## config.mk

```make
export PLATFORM = sky130hd
export DESIGN_NAME = vector_ld_st_unit
export DESIGN_NICKNAME = d
export VERILOG_FILES = /design/src/rtl/vector_pkg.sv /design/src/rtl/vector_ld_st_unit.sv
export SDC_FILE = /design/constraint.sdc
export NUM_CORES = 1
export LEC_CHECK = 0
export BUFFER_PORTS_ARGS = -buffer_cell sky130_fd_sc_hd__buf_2
export CAP_MARGIN = 20
export CORE_MARGIN = 10
export CORE_UTILIZATION = 48
export DETAILED_ROUTE_END_ITERATION = 8
export PLACE_DENSITY = 0.87
export RECOVER_POWER = 100
export SETUP_SLACK_MARGIN = 0.3
export SLEW_MARGIN = 30
export SYNTH_ARGS = -nofsm -noshare
export SYNTH_HDL_FRONTEND = slang
export SYNTH_SLANG_ARGS = --single-unit
```

## constraint.sdc

```tcl
create_clock -name clk -period 2.75 [get_ports clk]
set_input_delay 0.275 -clock clk [delete_from_list [all_inputs] [get_ports clk]]
set_output_delay 0.275 -clock clk [all_outputs]
set_load 0.005 [all_outputs]
```

## src/rtl/vector_pkg.sv

```systemverilog
// Shared definitions for the vector load/store unit: default operand widths,
// the lane-count helper and the store-sequencer state encoding.
package vector_pkg;

  localparam int DEF_VECTOR_WIDTH = 128;
  localparam int DEF_WORD_WIDTH   = 32;

  // Number of memory words that make up one vector operand.
  function automatic int lanes(input int vector_width, input int word_width);
    return vector_width / word_width;
  endfunction

  typedef enum logic {
    IDLE  = 1'b0,
    STORE = 1'b1
  } state_t;

endpackage

```

## src/rtl/vector_ld_st_unit.sv

```systemverilog
// Vector store serializer: latches a vector operand and writes it to the
// 32-bit memory port one lane per cycle, stalling the CPU; scalar stores pass through.
module vector_ld_st_unit
  import vector_pkg::*;
#(
  parameter int VECTOR_WIDTH = DEF_VECTOR_WIDTH,
  parameter int WORD_WIDTH   = DEF_WORD_WIDTH
) (
  input  logic                    clk,
  input  logic                    rst,
  input  logic                    mem_wen,
  input  logic                    mem_wen_v,
  input  logic [VECTOR_WIDTH-1:0] input_vector_B,
  input  logic [31:0]             base_addr,
  output logic                    stall_cpu,
  output logic [31:0]             m_address,
  output logic [WORD_WIDTH-1:0]   m_wdata,
  output logic                    m_we
);

  localparam int LANES = lanes(VECTOR_WIDTH, WORD_WIDTH);
  localparam int CNT_W = (LANES > 1) ? $clog2(LANES) : 1;
  localparam logic [CNT_W-1:0] LAST_LANE = CNT_W'(LANES - 1);

  state_t                  state;
  state_t                  state_next;
  logic [CNT_W-1:0]        lane_cnt;
  logic [VECTOR_WIDTH-1:0] vec_q;
  logic [31:0]             base_q;
  logic [WORD_WIDTH-1:0]   lane_word;

  // State register.
  // NOTE: sequential state uses non-blocking (<=) so every flop samples
  // pre-edge values regardless of block ordering.
  always_ff @(posedge clk) begin
    if (rst) begin
      state <= IDLE;
    end else begin
      state <= state_next;
    end
  end

  // Next-state logic.
  // NOTE: default assignment first so no path leaves state_next unassigned,
  // which would otherwise infer a latch.
  always_comb begin
    state_next = state;
    unique case (state)
      IDLE:  if (mem_wen_v) state_next = STORE;
      STORE: if (lane_cnt == LAST_LANE) state_next = IDLE;
      default: state_next = IDLE;
    endcase
  end

  // Operand latch and lane counter; the vector is captured only on acceptance,
  // so input changes during a burst are ignored.
  always_ff @(posedge clk) begin
    if (rst) begin
      lane_cnt <= '0;
      vec_q    <= '0;
      base_q   <= '0;
    end else if (state == IDLE) begin
      lane_cnt <= '0;
      if (mem_wen_v) begin
        vec_q  <= input_vector_B;
        base_q <= base_addr;
      end
    end else begin
      lane_cnt <= lane_cnt + CNT_W'(1);
    end
  end

  assign lane_word = vec_q[32'(lane_cnt) * WORD_WIDTH +: WORD_WIDTH];

  // Output logic; reset forces the port quiet even while a request is held.
  always_comb begin
    stall_cpu = 1'b0;
    m_we      = 1'b0;
    m_address = base_addr;
    m_wdata   = input_vector_B[WORD_WIDTH-1:0];
    if (rst) begin
      m_address = '0;
      m_wdata   = '0;
    end else begin
      unique case (state)
        IDLE: begin
          if (mem_wen_v) begin
            stall_cpu = 1'b1;
          end else if (mem_wen) begin
            m_we = 1'b1;
          end
        end
        STORE: begin
          stall_cpu = 1'b1;
          m_we      = 1'b1;
          m_address = base_q + 32'(lane_cnt);
          m_wdata   = lane_word;
        end
        default: ;
      endcase
    end
  end

endmodule

```

* After elaboration in Yosys (flattened, before gate mapping)
Index checks and enable logic that the tools add are counted.
** Cells by class
- Add/subtract/negate cells :: 2
- Eq/ne operators :: 1
- Shift-type cells :: 1
- Multiplexer cells :: 13
- Bitwise operators :: 1
- Reduce and logical (&&, ||, !) cells :: 2
** Operators by type and width (count)
- two-way mux 32 bit :: 4
- indexed part select 128 x 8 -> 32 bit :: 1
- adder 32 x 2 -> 32 bit :: 1
- two-way mux 1 bit :: 6
- case mux 1 bit (2 select lines) :: 3
- adder 2 x 1 -> 2 bit (second input constant) :: 1
- equality test 2 bit (second input constant) :: 1
- AND reduction 2 bit :: 1
- OR reduction 2 bit :: 1
- inverter 1 bit :: 1
** Word-level totals
- Register bits :: 163
- Bits of input ports :: 164
- Logic and storage cells :: 24

* Logic depth before layout (Yosys ltp)
- Depth in word-level cells :: 4
- Gate-level depth with buffers :: 9
- Gate-level depth less buffers :: 7

* Worst setup path after synthesis
OpenSTA, ideal clock, no wires.
- Path kind :: register to output
- Start point :: register lane_cnt[1]
- End point :: output m_address[28]
- Arrival :: 2775 ps
- Data required time :: 2475 ps
- Path slack :: -300 ps
- Cell stages (with the launch flop) :: 9
- Path buffers :: 2
- Cell sequence :: dfxtp_1 -> clkbuf_1 -> clkbuf_1 -> inv_1 -> fa_1 -> nand4b_1 -> or4_1 -> o311a_1 -> nor4_1
** On the way
- Cells in the longest elaborated chain, start to end :: 3
** RTL lines
- from (decl) :: RTL line vector_ld_st_unit.sv:27 : logic [CNT_W-1:0] lane_cnt;
- from (signal assigned) :: RTL line vector_ld_st_unit.sv:69 : lane_cnt <= lane_cnt + CNT_W'(1);
- adder 32 x 2 -> 32 bit :: RTL line vector_ld_st_unit.sv:96 : m_address = base_q + 32'(lane_cnt);
- two-way mux 32 bit :: RTL line vector_ld_st_unit.sv:85 : unique case (state)
- two-way mux 32 bit :: RTL line vector_ld_st_unit.sv:81 : if (rst) begin
- to (decl) :: RTL line vector_ld_st_unit.sv:16 : output logic [31:0] m_address,
No other way between the ends.

* Worst setup path in the final report
- Start point :: register lane_cnt[0]
- End point :: output m_address[28]
Same word-level chain as after synthesis.

==> impl_metrics.py <==
metrics = {
    "floorplan": {
        "ioPinCount": 230,
        "rows": 47,
        "die_y_um": 150.2,
        "start_util_pct": 49.03,
        "die_w_um": 150.2,
        "placeableCoreArea_um2": 16580,
        "die_area_um2": 22550,
    },
    "logic_synthesis": {
        "synth-edff-count": 0,
        "yosysTopAreaCell": "dfxtp_1",
        "synth.cell_area_um2": 8132,
        "synth_top_area_share_pct": 40.13,
        "avgSynthCellArea_um2": 7.804,
        "ys_top_cells_by_count": "nand2_1, dfxtp_1, a21oi_1",
        "synth.net_count": 1210,
        "synth_seq_area_share_pct": 40.13,
        "yosys-top-cells-area": "dfxtp_1, nand2_1, a21oi_1",
        "synthDistinctLibCells": 48,
        "synth_seq_cells": 163,
        "synthArstFlopShare_pct": 0,
        "synthCells": 1042,
        "synth_warnings": 0,
        "synth_most_common_cell": "nand2_1",
        "ys.flop_type": "dfxtp_1",
    },
    "clock_tree": {
        "insertion_delay_ns": 0.43,
        "cts_hold_buf": 0,
        "cts_tree": "yes",
        "cts_sinks": 163,
        "clkTransAtPathRegs_ns": 0.07,
        "cts_max_path_buffers": 2,
        "root_buffer": "clkbuf_16",
        "cts_buffers": 17,
        "htree_levels": 4,
    },
    "hold_path": {
        "hold_class": "in2reg",
    },
    "detailed_routing": {
        "vias": 8367,
        "wl_mm": 25.86,
        "route.detailed.drc": 0,
        "postRouteAntennaNets": 0,
        "first_iter_violations": 623,
        "wl_per_cell_um": 17.47,
        "dr.pass1.iters": 5,
        "vias_per_cell": 5.653,
    },
    "finish": {
        "area_growth_syn_to_layout_pct": 30.08,
        "stdcell_count": 1480,
        "drive_gt1_share_pct": 31.10,
        "fillers": 1370,
        "nets": 1409,
    },
    "timing": {
        "period_needed_ns": 3.053,
        "finalCritPeriodShare_pct": 111.0,
        "setup_ws_ns": -0.3035,
        "max_slew_margin_pct": 29.65,
        "fmax_ghz": 0.3275,
        "holdWs_ns": 0.08187,
        "skew_ns": 0.009705,
        "tightest_slew_ns": 1.055,
        "hold_violations": 0,
        "setup_violations": 16,
        "rsz0062_at_grt": "yes",
        "report.final.slew_viol_count": 0,
    },
    "setup_path": {
        "required_ns": 2.48,
        "cp_max_fo": 3,
        "path_depth": 8,
        "crit_path_top_delay_cell": "or4_4",
        "reg2regPathDepth": 5,
        "r2r_setup_slack_ns": 0.19,
        "r2r-start": "state",
        "r2r_end": "vec_q[77]",
        "cp_top_family": "simple AND/OR/NAND/NOR gates",
        "cp-startpoint": "lane_cnt[0]",
        "critical_path.endpoint": "m_address[28]",
        "cp-end-kind": "output pin",
        "crit_arrival_ns": 2.78,
        "critPathBufInv": 2,
        "crit_chain": "ha_4 > inv_2 > fa_2 > nand4b_1 > or4_4 > o311a_1 > nor4_2 > buf_2",
        "critical_path_class": "reg2out",
        "cpPeakStageDelay_ns": 0.46,
        "startpoint_type": "flop",
    },
    "placement": {
        "port_buffers": 229,
        "gp_congestion": 0.8574,
        "dp.cells": 1419,
        "dp_hpwl_mm": 16.84,
    },
    "status": {
        "violations": "negative setup slack",
        "outcome": "complete, but fails checks",
    },
    "pwr": {
        "p_per_area_nw_per_um2": 573.8,
        "vdd_drop_max_v": 0.0004849,
        "leakage_nw": 4.266,
    },
    "global_routing": {
        "grt-ovfl-total": 0,
        "grt_pass1_wl_mm": 39.49,
        "grt_max_degree": 112,
        "antenna_found_initial": 8,
        "first_global_vias": 7969,
        "grt_util_all_layers_pct": 21.42,
    },
    "job": {
        "maxCapViolCount": 0,
    },
}
[sequential cells by signal (all words and copies together), names as in the netlist]
signal and count:
base_q 32, lane_cnt 2, vec_q 128, state 1
[worst register-to-register path: stages (launching register included)]
cell and delay [ns]:
dfxtp_4 0.53, clkinv_1 0.39, nand2_1 0.72, buf_6 0.53, nand2_1 0.14, a21oi_1 0.17
[placed cells by master, fill, tap and decap left out, types with 5 or more instances in the layout]
master / n
inv_1: 9
nand3_2: 5
inv_6: 5
buf_2: 223
and2_1: 5
nand4_1: 15
clkbuf_16: 17
clkbuf_1: 6
a311oi_1: 7
dfxtp_2: 9
mux2i_1: 33
or4_4: 8
mux4_2: 32
nand3_1: 5
diode_2: 6
nor4_1: 6
dfxtp_1: 151
o31ai_1: 10
a21oi_1: 162
buf_4: 20
a311oi_2: 7
buf_6: 17
nand2_1: 332
nor2_1: 72
xor2_1: 5
a211oi_1: 7
[through the flow]
| stage | power [mW] | cell area (um^2) | setup WS [ns] | TNS (ns) | util, % |
|---|---|---|---|---|---|
| CTS | 6.102 | 10420 | -0.2593 | -1.528 | 62.83 |
| floorplan | 3.120 | 8188 | 0.2359 | 0 | - |
| global placement | 3.435 | 9462 | 0.1008 | 0 | 57.05 |
| finish | 6.069 | 10580 | -0.3035 | -2.316 | 63.78 |
| global route | 6.333 | 10570 | -0.3926 | -5.496 | 63.75 |
| detailed placement | 3.464 | 9462 | 0.04662 | 0 | 57.05 |
[report_power, final]
part / leakage (nW) / switching (mW) / total [mW] / internal, mW
combinational: 2.60 / 0.469 / 0.844 / 0.374
clock: 0.318 / 1.04 / 2.62 / 1.58
sequential: 1.34 / 0.105 / 2.60 / 2.50
[cells by family (layout without fill, tap and decap cells)]
kind of cell | count (synthesis) | count (layout) | synth area share [%]
AOI/OAI and AO/OA | 216 | 216 | 15.33
xor gates and xnor gates | 9 | 9 | 0.9694
adders and majority gates | 4 | 4 | 0.7079
buffers and inverters | 103 | 314 | 4.970
DFF | 163 | 163 | 40.13
muxes | 65 | 65 | 12.93
other | 0 | 6 | 0
and+or+nand+nor | 482 | 483 | 24.97
[cell type report]
cell class,instances,area (um^2),share of cell area (%)
diodes,6,15.01,0.1419
clock buffers,18,439.2,4.152
clock inverters,14,214.0,2.023
inverters,12,47.55,0.4495
multi-input cells,777,4756,44.96
flip-flops and latches,163,3286,31.06
well taps,220,275.3,2.602
repair buffers,270,1545,14.61
[how the worst min path moves through the flow]
stage / startpoint / to / slack [ns] / cells after the start
2_1_floorplan: input_vector_B[0] / vec_q[0] / 0.41 / 2
3_3_place_gp: vec_q[113] / vec_q[113] / 0.44 / 2
3_5_place_dp: vec_q[73] / vec_q[73] / 0.44 / 2
4_1_cts: input_vector_B[111] / vec_q[111] / 0.06 / 3
5_1_grt: input_vector_B[44] / vec_q[44] / 0.06 / 3
6_report: input_vector_B[44] / vec_q[44] / 0.08 / 3
[routing by layer]
layer	up-vias	part of all wire (%)	GRT usage (%)
met2	415	48	35.05
met5	-	0.15	0
li1	3996	-	-
met3	83	9.1	6.873
met4	4	3.1	8.309
met1	3869	39	25.70
[what timing repair did]
action                                 4_1_cts  5_1_grt
pin swaps                                   22       34
cloned                                       1        1
endpoints found under the hold margin        0        0
buffers inserted                            16        5
setup endpoints to repair                   56       60
gates resized for setup                     45       30
No activity file was read; power rests on OpenSTA's default activity.
